$ cat src/rtl/proc_control_fsm.sv
// proc_control_fsm: step-counter control unit for the base processor.
// A single 2-bit step register (T0..T3) drives a combinational decoder that
// produces the per-cycle datapath strobes from the current step and the IR.
module proc_control_fsm #(
    parameter int REG_ADDR_W = 3,
    parameter int OPC_W      = 3,
    localparam int NUM_REGS  = 2 ** REG_ADDR_W,
    localparam int IR_W      = OPC_W + 2 * REG_ADDR_W
) (
    input  logic                  clock,
    input  logic                  resetn,
    input  logic                  run,
    input  logic [IR_W-1:0]       ir,
    input  logic                  g_zero,
    output logic                  ir_en,
    output logic [NUM_REGS-1:0]   rin,
    output logic [REG_ADDR_W-1:0] rout,
    output logic                  din_en,
    output logic                  gout,
    output logic                  ain,
    output logic                  gin,
    output logic [1:0]            alu_op,
    output logic                  done,
    output logic                  illegal,
    output logic [1:0]            step
);

    typedef enum logic [1:0] {
        T0 = 2'd0,
        T1 = 2'd1,
        T2 = 2'd2,
        T3 = 2'd3
    } step_t;

    localparam logic [OPC_W-1:0] OPC_MV   = OPC_W'(0);
    localparam logic [OPC_W-1:0] OPC_MVI  = OPC_W'(1);
    localparam logic [OPC_W-1:0] OPC_ADD  = OPC_W'(2);
    localparam logic [OPC_W-1:0] OPC_SUB  = OPC_W'(3);
    localparam logic [OPC_W-1:0] OPC_AND  = OPC_W'(4);
    localparam logic [OPC_W-1:0] OPC_MVNZ = OPC_W'(5);

    step_t step_reg;
    step_t step_next;

    logic [OPC_W-1:0]      opc;
    logic [REG_ADDR_W-1:0] rx;
    logic [REG_ADDR_W-1:0] ry;
    logic                  is_alu;

    // Register write is decoded from an enable plus address so the one-hot
    // vector scales with the register-file size.
    logic                  rin_we;
    logic [REG_ADDR_W-1:0] rin_addr;

    assign opc    = ir[IR_W-1:2*REG_ADDR_W];
    assign rx     = ir[2*REG_ADDR_W-1:REG_ADDR_W];
    assign ry     = ir[REG_ADDR_W-1:0];
    assign is_alu = (opc == OPC_ADD) || (opc == OPC_SUB) || (opc == OPC_AND);

    // Step register: the only state in the block.
    always_ff @(posedge clock) begin
        if (!resetn) begin
            step_reg <= T0;
        end else begin
            step_reg <= step_next;
        end
    end

    // Next-step and strobe decode; everything stays 0 while reset is low.
    always_comb begin
        step_next = T0;
        ir_en     = 1'b0;
        rin_we    = 1'b0;
        rin_addr  = '0;
        rout      = '0;
        din_en    = 1'b0;
        gout      = 1'b0;
        ain       = 1'b0;
        gin       = 1'b0;
        alu_op    = 2'b00;
        done      = 1'b0;
        illegal   = 1'b0;

        if (resetn) begin
            case (step_reg)
                T0: begin
                    ir_en     = run;
                    step_next = run ? T1 : T0;
                end
                T1: begin
                    if (opc == OPC_MV) begin
                        rout     = ry;
                        rin_we   = 1'b1;
                        rin_addr = rx;
                        done     = 1'b1;
                    end else if (opc == OPC_MVI) begin
                        din_en   = 1'b1;
                        rin_we   = 1'b1;
                        rin_addr = rx;
                        done     = 1'b1;
                    end else if (is_alu) begin
                        rout      = rx;
                        ain       = 1'b1;
                        step_next = T2;
                    end else if (opc == OPC_MVNZ) begin
                        // Move only when G is non-zero; the instruction ends
                        // in this cycle either way.
                        if (!g_zero) begin
                            rout     = ry;
                            rin_we   = 1'b1;
                            rin_addr = rx;
                        end
                        done = 1'b1;
                    end else begin
                        // Every opcode from 6 upward is reserved.
                        illegal = 1'b1;
                        done    = 1'b1;
                    end
                end
                T2: begin
                    if (is_alu) begin
                        rout      = ry;
                        gin       = 1'b1;
                        step_next = T3;
                        if (opc == OPC_SUB) begin
                            alu_op = 2'b01;
                        end else if (opc == OPC_AND) begin
                            alu_op = 2'b10;
                        end else begin
                            alu_op = 2'b00;
                        end
                    end
                end
                T3: begin
                    if (is_alu) begin
                        gout     = 1'b1;
                        rin_we   = 1'b1;
                        rin_addr = rx;
                        done     = 1'b1;
                    end
                end
                default: begin
                    step_next = T0;
                end
            endcase
        end
    end

    // One-hot register write enable.
    generate
        for (genvar gi = 0; gi < NUM_REGS; gi++) begin : g_rin
            assign rin[gi] = rin_we && (rin_addr == REG_ADDR_W'(gi));
        end
    endgenerate

    assign step = resetn ? step_reg : 2'b00;

endmodule

$ cat config.mk
export PLATFORM = sky130hd
export DESIGN_NAME = proc_control_fsm
export DESIGN_NICKNAME = d
export VERILOG_FILES = /design/src/rtl/proc_control_fsm.sv
export SDC_FILE = /design/constraint.sdc
export NUM_CORES = 1
export LEC_CHECK = 0
export CAP_MARGIN = 5
export CELL_PAD_IN_SITES_DETAIL_PLACEMENT = 1
export CELL_PAD_IN_SITES_GLOBAL_PLACEMENT = 2
export CORE_MARGIN = 2
export CORE_UTILIZATION = 18
export CTS_BUF_LIST = sky130_fd_sc_hd__clkbuf_4
export DETAILED_ROUTE_END_ITERATION = 12
export GPL_ROUTABILITY_DRIVEN = 0
export PLACE_DENSITY_LB_ADDON = 0.05
export REMOVE_ABC_BUFFERS = 1
export SYNTH_ARGS = -nofsm -noshare
export SYNTH_HDL_FRONTEND = slang
export SYNTH_SLANG_ARGS = --single-unit
$ cat constraint.sdc
create_clock -name clock -period 1.59 [get_ports clock]
set_input_delay 0.159 -clock clock [delete_from_list [all_inputs] [get_ports clock]]
set_output_delay 0.159 -clock clock [all_outputs]
set_load 0.1 [all_outputs]
Yosys cells after proc, flatten, opt, wreduce, memory -nomap -nowiden
Index checks and enable logic that the tools add are counted.
{"block": "op_classes", "eq_ne": 15, "n_reduce_logical": 13, "mux": 61}
{"operator": "2-to-1 mux 3 bit", "count": 14}
{"operator": "2-to-1 mux 1 bit", "count": 32}
{"operator": "2-to-1 mux 2 bit", "count": 10}
{"operator": "equality test 3 bit (second input constant)", "count": 6}
{"operator": "equality test 3 x 2 -> 1 bit (second input constant)", "count": 4}
{"operator": "case mux 3 bit (2 select lines)", "count": 2}
{"operator": "logical AND 1 bit", "count": 8}
{"operator": "equality test 3 x 1 -> 1 bit (second input constant)", "count": 2}
{"operator": "logical NOT 3 bit", "count": 2}
{"operator": "case mux 2 bit (3 select lines)", "count": 1}
{"operator": "equality test 2 bit (second input constant)", "count": 2}
{"operator": "case mux 1 bit (2 select lines)", "count": 2}
{"operator": "equality test 2 x 1 -> 1 bit (second input constant)", "count": 1}
{"operator": "logical NOT 2 bit", "count": 1}
{"operator": "logical OR 1 bit", "count": 2}
{"block": "word_totals", "in_bits": 13, "elab_cells": 90, "output_inout_bits": 22, "reg_bits": 2}

Depth between registers and ports, before layout
Gate-level depths: netlist (run 1).
{"block": "depth", "word_depth": 10, "mapped_depth": 7, "ltp_nobuf": 6}

Least setup slack after synthesis (run 1)
Ideal clock, no wire load.
{"block": "synth_timing", "path_kind": "register to output", "start": "register step_reg[1]", "end": "output din_en", "t_arrival_ns": 3.628, "n_path_buf": 1, "path_slack_ns": -2.197, "required_ns": 1.431, "path_stages_with_launch": 6, "cell_sequence": "dfxtp_1 inv_1 ha_1 buf_2 nand2_1 nor4_1"}
{"block": "synth_via", "elab_chain_cells": 3}
{"element": "start, declared", "line": "42", "rtl": "step_t step_reg;"}
{"element": "start signal, assigned", "line": "65", "rtl": "step_reg <= step_next;"}
{"element": "equality test 2 x 1 -> 1 bit", "line": "85", "rtl": "case (step_reg)"}
{"element": "2-to-1 mux 1 bit", "line": "85"}
{"element": "2-to-1 mux 1 bit", "line": "84", "rtl": "if (resetn) begin"}
{"element": "end, declared", "line": "18", "rtl": "output logic din_en,"}
No other way between the ends.

Final worst setup path (run 1)
{"block": "layout_timing", "start": "register step_reg[1]", "end": "output rout[2]"}
{"block": "layout_via", "elab_chain_cells": 3, "word_cells_on_any_way": 4, "cone_classes": "2 x eq/ne; 2 x mux"}
{"element": "equality test 2 bit or equality test 2 x 1 -> 1 bit (tied branches)", "line": "85"}
{"element": "case mux 3 bit (2 select lines) *", "line": "85"}
{"element": "2-to-1 mux 3 bit *", "line": "84"}
{"element": "end, declared", "line": "17", "rtl": "output logic [REG_ADDR_W-1:0] rout,"}
Every way passes the cells marked *; elsewhere a longest branch is shown, timed or not.

==> metrics.md, run 1 <==
| Metric | Value |
|---|---|
| Dominant cells by area after synthesis | ha_1 9.0%, nor2_1 7.4%, dfxtp_1 7.2%, mux2i_1 5.4%, nand3_1 5.4% |
| # rows | 20 |
| Final Max Slew Viols | 0 |
| Gr usage total | 18.6% |
| Critical path class | flop to output pin |
| Hold Vio Cnt, Final | 0 |
| Clk_lat worst skew | ~0.23 ns |
| Post-synth top area cell | ha_1 |
| Via density | ~4.9 |
| Power per cell area | 294 nW/µm² |
| First-pass GRT wire length | 4.71 mm |
| Most frequent cells after synthesis | 11 x nor2_1, 7 x nand2_1, 6 x inv_1, 6 x nand3_1 |
| Area share of the largest cell type after synthesis | 9.01% |
| Avg Cell Area, Syn | 6.86 µm² |
| Post-synthesis mux area share | 5.41% |
| Worst flop-to-flop path startpoint | step_reg[1] |
| Core area | 3000 µm² |
| Num ports | 35 |
| Largest family of logic cells by synthesized area | simple AND/OR/NAND/NOR gates |
| Cell variety after synth | 37 |
| FMAX | ~0.53 GHz |
| Vias | roughly 930 |
| Most used routing layer | met2 |
| Max reg flops | 2 |
| Compound-gate portion of the synthesized area | 24.3% |
| Starting density of the core | around 19% |
| WP data required | approximately 1.4 ns |
| Worst min-delay path class | input port to output pin |
| # fillers | 327 |
| Synth async-reset ratio | 0% |
| Clk sink count | 2 |
| CP arrival | 1.73 ns |
| Synthesized area | 556 µm² |
| Post-synthesis simple-gate area fraction | 43.0% |
| Antenna violations before repair | 0 |
| Status | finished, violations left |
| Total Power | roughly 0.53 mW |
| Mapped Cells | 81 |
| Drt first-iter violations | 19 |
| Hold Path Sink | illegal |
| Skew final | 0.00277 ns |
| Final min period | 1.89 ns |
| Max Buffers Root-to-Sink | 2 |
| Reg2reg end | step_reg[0] |
| R2R setup slack | 0.02 ns |
| VDD IR max | 0.000399 V |
| Slew HR | 63.3% |
| IO buf count | 34 |
| Adder-cell share of the synthesized area | 9.01% |
| Met1 GRT Util | between 20% and 30% |
| DP Worst Slack | -0.392 ns |
| Sequential area share after synthesis | under 10% |
| Die W | around 60 µm |
| Placed Cells | 173 |
| Yosys reg bits | 2 |
| Met3 usage | 2.18% |
| Clock transition at path regs | 0.03 ns |
| Final Routed Wirelength | around 3.1 mm |
| Reg2reg path depth | 9 |
| Post-route ant nets | 0 |
| Largest net degree at the start of global routing | 10 |
| P&R area growth vs syn | 226% |
| DRC viols | 0 |
| Core Util, Final | 60.4% |
| RSZ-0062 raised after global routing | yes |
| TritonCTS clock tree | built |
| Startpoint types | flop |
| Diode count | 0 |
| HP Start | ir[7] |
| Total CTS buffers | 3 |
| CP max FO | 4 |
| Final setup margin | -0.297 ns |
| Gr ovfl total | 0 |
| Failing checks | setup timing |
| Top-count cell post-synth | nor2_1 |
| Post-DP HPWL | 2.01 mm |
| Ys Warns | 0 |
| Final cell count without fillers | 190 |
| Fin nets | between 150 and 200 |
| Post-synth top flop | dfxtp_1 |
| Tcrit/Tclk final | 119% |
| Layout cells sized above 1 | 70.7% |
| Endpoint class of the critical path | output pin |
| Number of enable flip-flop cells after synthesis | 0 |
| Final setup viols | 18 |
| Hold depth | 4 |
| Setup TNS | -3.88 ns |
| Full die area | roughly 3500 µm² |
| H-tree Lvls | 1 |
| Leak Pwr | 0.729 nW |
| Vias in the first global route | 966 |
| WL/cell | between 15 and 20 µm |
| Die H | approximately 60 µm |
| Worst slew pin tran | 0.551 ns |
| First-pass iteration count of the detailed router | 5 |
| Max-cap violations | 0 |
| GRT met2 Usage | 34.7% |
| Root Driver | clkbuf_4 |
| Post-synthesis xor/xnor area fraction | 0% |
-- layout by cell type (no fill, tap or decap), types with 2 or more instances in the layout --
| cell | instances |
|---|---|
| nand3_1 | 3 |
| o211ai_1 | 3 |
| buf_12 | 23 |
| clkbuf_4 | 3 |
| nor4_4 | 2 |
| nand3_2 | 3 |
| mux2i_1 | 2 |
| buf_6 | 13 |
| buf_4 | 29 |
| ha_4 | 4 |
| dfxtp_4 | 2 |
| nand2_4 | 2 |
| nand3b_1 | 2 |
| and2_1 | 2 |
| nor2_2 | 4 |
| o21ai_2 | 2 |
| inv_1 | 4 |
| clkdlybuf4s50_1 | 8 |
| nor2_4 | 6 |
| dlygate4sd2_1 | 2 |
| and3_4 | 3 |
| nand2_1 | 4 |
-- cell families (layout without fill, tap and decap cells) --
family / Yosys count / in the layout
DFF: 2 / 2
muxes: 3 / 3
and+or+nand+nor: 43 / 43
AOI/OAI and AO/OA: 18 / 18
adders and majority gates: 4 / 4
buffers and inverters: 11 / 87
-- final cells by class --
class	instances	area [µm²]	share of cell area [%]
Timing Repair Buffer	78	970	53.5
Inverter	6	25.0	1.38
Sequential cell	2	47.5	2.62
Multi-Input combinational cell	68	707	39.0
Clock buffer	3	22.5	1.24
Tap cell	33	41.3	2.28
-- where the power goes --
| part | total [mW] | internal (mW) | switching [mW] |
|---|---|---|---|
| sequential | 0.0578 | 0.0516 | 0.00617 |
| combinational | 0.358 | 0.174 | 0.185 |
| clock | 0.116 | 0.0835 | 0.0327 |
-- per-stage QoR --
stage | hold WS (ns) | cell area [µm²]
after CTS | 0.602 | 1660
final | 0.764 | 1810
after detailed placement | 0.878 | 1360
after global placement | 0.894 | 1360
after floorplan | 0.283 | 517
after global routing | 0.784 | 1810
-- how the worst max path moves through the flow --
stage / from / to / slack [ns] / cells past startpoint
final: step_reg[1] / rout[2] / -0.30 / 7
after global routing: step_reg[1] / rin[4] / -0.40 / 8
after CTS: step_reg[1] / rin[4] / -0.31 / 8
after detailed placement: ir[7] / rin[5] / -0.39 / 7
after global placement: ir[7] / rin[5] / -0.34 / 7
after floorplan: step_reg[1] / din_en / -2.22 / 4
-- repair_timing --
item,4_1_cts,5_1_grt
resized for setup,54,24
setup endpoints to repair,19,19
gates cloned,1,0
buffers inserted,7,7
pin swaps,14,9
hold buffers,0,0
-- per-layer routing --
metal	part of all wire, %	up-vias	wire length [µm]
li1	-	445	-
met1	39	459	1220
met3	3.3	4	104
met2	56	24	1770
met4	1.6	0	51
met5	0	-	0
-- critical path, stage by stage, from the launching register on --
cell,delay (ns)
dfxtp_4,0.37
inv_4,0.05
buf_4,0.14
ha_4,0.26
and3_4,0.18
and3_4,0.17
a31o_1,0.14
buf_12,0.18
(Power assumes the default switching activity.)
==> inputs of run 2 (changes only) <==
- SLEW_MARGIN: unset -> 40
==> results of run 2 <==
Same layout as run 1: the final DEF is identical, and so are final timing and power.
==> inputs of run 3 (changes only) <==
- SETUP_SLACK_MARGIN: unset -> 0.02
==> run 3 against run 2 <==
Compared with the run above: the flow still finishes with violations (setup timing); final area did not move; non-clock buffer count did not move; first-iteration DRC count fell by 37%; final cell count did not move; sequential share of layout area did not move; sequential power barely moved; total power rose by 0.85%; core utilization did not move; global-route usage fell by 0.22 points.
==> metrics.md, run 3 (synthesis results as in run 1) <==
| Metric | Value |
|---|---|
| Final setup margin | -0.295 ns (was -0.297 ns) |
| H-tree Lvls | 1 (unchanged) |
| Register area | 47.5 µm² (unchanged) |
| # rows | 20 (unchanged) |
| Max Buffers Root-to-Sink | 2 (unchanged) |
| Sequential share of power | 10.8% (was 10.9%) |
| Critical path launch point | step_reg[1] (unchanged) |
| TritonCTS clock tree | built (unchanged) |
| CP arrival | 1.73 ns (about the same) |
| Leak Pwr | 0.737 nW (was 0.729 nW) |
| WL/cell | 17.0 µm (was 16.6 µm) |
| HP Start | resetn (was ir[7]) |
| Most frequent cells in the layout | 29 x buf_4, 23 x buf_12, 13 x buf_6, 8 x clkdlybuf4s50_1, 7 x nor2_4 (was 29 x buf_4, 23 x buf_12, 13 x buf_6, 8 x clkdlybuf4s50_1, 6 x nor2_4) |
| FMAX | 0.531 GHz (was 0.530 GHz) |
| Vias | 924 (was 932) |
| Worst-path cell chain | inv_4 -> buf_4 -> ha_4 -> and3_4 -> and3_4 -> a31o_1 -> buf_12 (unchanged) |
| Crit-path most repeated cell | and3_4 (unchanged) |
| Die H | 59.6 µm (unchanged) |
| Hold Vio Cnt, Final | 0 (unchanged) |
| Final Max Slew Viols | 0 (unchanged) |
| Core area | 3000 µm² (unchanged) |
| Reg2reg path depth | 8 (was 9) |
| Post-DP HPWL | 2.01 mm (unchanged) |
| Full die area | 3550 µm² (unchanged) |
| Clock power frac | 21.6% (was 21.8%) |
| Hold depth | 4 (unchanged) |
| Clk sink count | 2 (unchanged) |
| # fillers | 325 (was 327) |
| Failing checks | setup timing (unchanged) |
| Hold Path Sink | step_reg[1] (was illegal) |
| WP data required | 1.43 ns (about the same) |
| Root Driver | clkbuf_4 (unchanged) |
| Hold Buf Count CTS | 0 (unchanged) |
| Final cell count without fillers | 190 (unchanged) |
| Layout cells sized above 1 | 71.3% (was 70.7%) |
| Skew final | 0.00226 ns (was 0.00277 ns) |
| Placed Cells | 173 (unchanged) |
| VDD IR max | 0.000402 V (was 0.000399 V) |
| Hold_ws | 0.662 ns (was 0.764 ns) |
| Worst flop-to-flop path startpoint | step_reg[1] (unchanged) |
| Core Util, Final | 60.4% (unchanged) |
| Via density | 4.86 (was 4.91) |
| Commonest non-fill, non-tap cell in the layout | buf_4 (unchanged) |
| Worst slew pin tran | 0.472 ns (was 0.551 ns) |
| R2R setup slack | 0.12 ns (was 0.02 ns) |
| Sw Share | 41.9% (was 42.0%) |
| Multi-input gate area | 708 µm² (was 707 µm²) |
| Max-cap violations | 0 (unchanged) |
| Diode count | 0 (unchanged) |
| Max reg flops | 2 (unchanged) |
| Combinational share of power | 67.6% (was 67.3%) |
| Starting density of the core | 18.5% (unchanged) |
| IO buf count | 34 (unchanged) |
| Total CTS buffers | 3 (unchanged) |
| Slew HR | 68.4% (was 63.3%) |
| Power per cell area | 296 nW/µm² (was 294 nW/µm²) |
| Cell internal pwr | 0.312 mW (was 0.309 mW) |
| Worst path slowest cell | dfxtp_4 (unchanged) |
| Fin nets | 176 (unchanged) |
| RSZ-0062 raised after global routing | yes (unchanged) |
| Tcrit/Tclk final | 119% (about the same) |
| Endpoint class of the critical path | output pin (unchanged) |
| Startpoint types | flop (unchanged) |
| Vias in the first global route | 988 (was 966) |
| Largest net degree at the start of global routing | 10 (unchanged) |
| Reg2reg end | step_reg[0] (unchanged) |
| Clk_lat worst skew | 0.23 ns (about the same) |
| Final setup viols | 18 (unchanged) |
| DP Worst Slack | -0.392 ns (unchanged) |
| Total Power | 0.537 mW (was 0.532 mW) |
| Worst min-delay path class | input port to flop (was input port to output pin) |
| Antenna violations before repair | 0 (unchanged) |
| Critical path buffer and inverter count | 3 (unchanged) |
| Gr ovfl total | 0 (unchanged) |
| Net Switching | 0.225 mW (was 0.224 mW) |
| Final Routed Wirelength | 3.23 mm (was 3.15 mm) |
| CP delay by family, top | flip-flops (unchanged) |
| Clock transition at path regs | 0.03 ns (about the same) |
| CP max FO | 4 (unchanged) |
| Drt first-iter violations | 12 (was 19) |
| CP max stage delay | 0.38 ns (was 0.37 ns) |
| Post-route ant nets | 0 (unchanged) |
| Final min period | 1.88 ns (was 1.89 ns) |
| First-pass GRT wire length | 4.71 mm (unchanged) |
| DRC viols | 0 (unchanged) |
| First-pass iteration count of the detailed router | 3 (was 5) |
| Status | finished, violations left (unchanged) |
| Gr usage total | 18.4% (was 18.6%) |
| Num ports | 35 (unchanged) |
| Die W | 59.6 µm (unchanged) |
| P&R area growth vs syn | 226% (unchanged) |
| Critical path class | flop to output pin (unchanged) |
## run 3: cell types whose count changed in the layout (fill, tap and decap cells not counted), sizes merged
cell / change
clkdlybuf4s15: -1
dlygate4sd2: +1
## run 3: power groups by stage
| stage | clock (mW) | sequential (mW) | combinational [mW] |
|---|---|---|---|
| 6_report | 0.116 | 0.0579 | 0.363 |
| 5_1_grt | 0.132 | 0.0581 | 0.383 |
| 4_1_cts | 0.123 | 0.0569 | 0.332 |
| 3_5_place_dp | 0 | 0.0568 | 0.265 |
| 3_3_place_gp | 0 | 0.0567 | 0.262 |
| 2_1_floorplan | 0 | 0.0556 | 0.111 |
## run 3: how the worst max path moves through the flow
stage          endpoint  cells after the start  slack [ns]
4_1_cts          rin[4]                      8       -0.31
3_5_place_dp     rin[5]                      7       -0.39
6_report        rout[2]                      7       -0.29
5_1_grt          rin[4]                      8       -0.43
2_1_floorplan    din_en                      4       -2.22
3_3_place_gp     rin[5]                      7       -0.34
## run 3: per-layer routing
layer  GRT usage, %  vias up  wire length (µm)
li1               -      450                 -
met1           20.5      448              1320
met2           34.1       20              1750
met3           2.18        6                74
met4           8.57        0                89
met5              0        -                 0
## run 3: worst register-to-register path, delay by kind of cell, from the launching register on
kind            cells  cell delay (ns)
buf+inv             4             0.52
simple gates        2             0.13
compound gates      1             0.20
fa+ha+maj           1             0.15
flops               1             0.36
## run 3: cell type report
class,count,share of cell area [%]
sequential,2,2.62
multi-input combinational,68,39.1
tap,33,2.28
timing repair buffer,78,53.4
clock buffer,3,1.24
inverter,6,1.38
## run 3: stage by stage
stage / TNS, ns / area (µm²)
3_5_place_dp: -5.50 / 1360
6_report: -4.08 / 1810
4_1_cts: -3.91 / 1690
5_1_grt: -5.73 / 1810
2_1_floorplan: -20.40 / 517
3_3_place_gp: -5.12 / 1360
## run 3: what timing repair did
item                                    4_1_cts  5_1_grt
resized for setup                            58       21
buffers inserted                              9        6
endpoints found under the setup margin       19       19
pin swaps                                    15       10
cloned                                        1        0
==> RTL change, RTL diff (settings of run 3) <==
Register the output `gin`, with the module's reset; this adds one clock of latency there. The other outputs are not delayed to match.
--- a/src/rtl/proc_control_fsm.sv
+++ b/src/rtl/proc_control_fsm.sv
@@ -40,4 +40,6 @@
     localparam logic [OPC_W-1:0] OPC_MVNZ = OPC_W'(5);
 
+    logic gin_d;
+
     step_t step_reg;
     step_t step_next;
@@ -77,5 +79,5 @@
         gout      = 1'b0;
         ain       = 1'b0;
-        gin       = 1'b0;
+        gin_d     = 1'b0;
         alu_op    = 2'b00;
         done      = 1'b0;
@@ -121,5 +123,5 @@
                     if (is_alu) begin
                         rout      = ry;
-                        gin       = 1'b1;
+                        gin_d     = 1'b1;
                         step_next = T3;
                         if (opc == OPC_SUB) begin
@@ -156,4 +158,12 @@
     assign step = resetn ? step_reg : 2'b00;
 
+    always_ff @(posedge clock) begin
+        if (!resetn) begin
+            gin <= '0;
+        end else begin
+            gin <= gin_d;
+        end
+    end
+
 endmodule
 
Check against the original RTL: not equivalent (a bounded check fails within 4 cycles, from zero or initial values and one cycle with resetn low).
==> RTL change against run 3 <==
The flow still finishes with violations (setup timing). Total power rose by 5.8%. Setup slack got worse by 0.12 ns. Non-clock buffer count shrank 2. Area after synthesis increased by 0.23%. Sequential cell count increased by 1. Core utilization fell by 0.88 points. Cell area fell by 1.4%. Routed wire length down 11%. Count of clock-buffer cells in the layout grew 1. Critical path depth increased by 1. First-iteration DRC count rose by 58%.
==> RTL change: results (changes against run 3) <==
<table>
<tr><th>Metric</th><th>Value</th></tr>
<tr><th colspan="2">Outcome</th></tr>
<tr><td>Outcome</td><td>finished, violations left</td></tr>
<tr><td>Violations in the final reports</td><td>setup timing</td></tr>
<tr><th colspan="2">Worst setup path</th></tr>
<tr><td>Worst-path cell with the longest stage delay</td><td>dfxtp_2</td></tr>
<tr><td>Cell family contributing the most delay on the critical path</td><td>compound AO/OA/AOI/OAI gates</td></tr>
<tr><td>Crit path DAT</td><td>1.84 ns (+0.11 ns)</td></tr>
<tr><td>Peak per-stage delay on the critical path</td><td>0.33 ns (-0.05 ns)</td></tr>
<tr><th colspan="2">Routing</th></tr>
<tr><td>Mean routed wirelength per cell</td><td>15.3 µm (-10%)</td></tr>
<tr><td>First-iteration detailed-routing DRC count</td><td>19 (+7)</td></tr>
<tr><td>Drt first pass iters</td><td>4 (+1)</td></tr>
<tr><th colspan="2">Global route</th></tr>
<tr><td>Total Routing Usage GR</td><td>15.9% (-2.5 points)</td></tr>
<tr><td>GR Layer Usage met3</td><td>2.40% (+0.22 points)</td></tr>
<tr><td>Number of global-route vias before repair</td><td>887 (-10%)</td></tr>
<tr><td>Wire length of the first global-routing pass</td><td>4260 µm (-9.7%)</td></tr>
<tr><td>GR met2 Demand/Resource</td><td>30.3% (-3.8 points)</td></tr>
<tr><th colspan="2">Final layout</th></tr>
<tr><td>Final Instance Count excl. Fillers</td><td>188 (-1.1%)</td></tr>
<tr><td>Share of cells above drive strength 1</td><td>74.2% (+2.9 points)</td></tr>
<tr><th colspan="2">STA</th></tr>
<tr><td>Worst slew pin tran</td><td>0.432 ns (-0.0400 ns)</td></tr>
<tr><td>Worst Setup Slack, final</td><td>-0.414 ns (-0.119 ns)</td></tr>
<tr><td>Accumulated negative setup slack</td><td>-4.31 ns (-0.226 ns)</td></tr>
<tr><td>Total setup violations reported at the end of the flow</td><td>13 (-5)</td></tr>
<tr><th colspan="2">Power and ir drop</th></tr>
<tr><td>Sequential share of power</td><td>14.5% (+3.7 points)</td></tr>
<tr><td>Portion of total power attributed to combinational logic</td><td>59.0% (-8.6 points)</td></tr>
<tr><th colspan="2">Placed design</th></tr>
<tr><td>Setup slack at placement</td><td>-0.497 ns (-0.105 ns)</td></tr>
<tr><td>Placed cell area</td><td>1380 µm² (+1.5%)</td></tr>
<tr><th colspan="2">Synth</th></tr>
<tr><td>Cell types with the largest area share after synthesis</td><td>dfxtp_1 (11%), ha_1 (9.0%), nor4b_1 (6.3%), inv_1 (6.1%), nand3_1 (5.4%)</td></tr>
<tr><td>Part of the Yosys area used for sequential elements</td><td>10.8% (+3.6 points)</td></tr>
<tr><td>Fraction of the mapped netlist area in adder cells</td><td>8.99% (-0.020 points)</td></tr>
</table>
RTL change: path summary, 6_finish.rpt:
path / start / end / slack (ns) / cells after the start
worst min-delay path: run / step_reg[0] / 0.54 / 3
worst min register to register: step_reg[1] / step_reg[1] / 0.86 / 4
worst max register to register: step_reg[0] / step_reg[1] / 0.17 / 6
worst max-delay path: step_reg[1] / rin[3] / -0.41 / 8
RTL change: layout make-up:
class / count / area (µm²) / share of cell area [%]
timing repair buffer: 76 / 907 / 50.8
multi-input combinational: 63 / 704 / 39.4
sequential: 3 / 62.6 / 3.50
inverter: 9 / 41.3 / 2.31
tap: 33 / 41.3 / 2.31
clock buffer: 4 / 30.0 / 1.68
RTL change: routing by layer:
metal	vias up	part of all wire (%)	wire length, µm
met4	0	0.80	23
met2	20	57	1640
met3	2	2.8	82
li1	438	-	-
met1	419	40	1140
met5	-	0	0
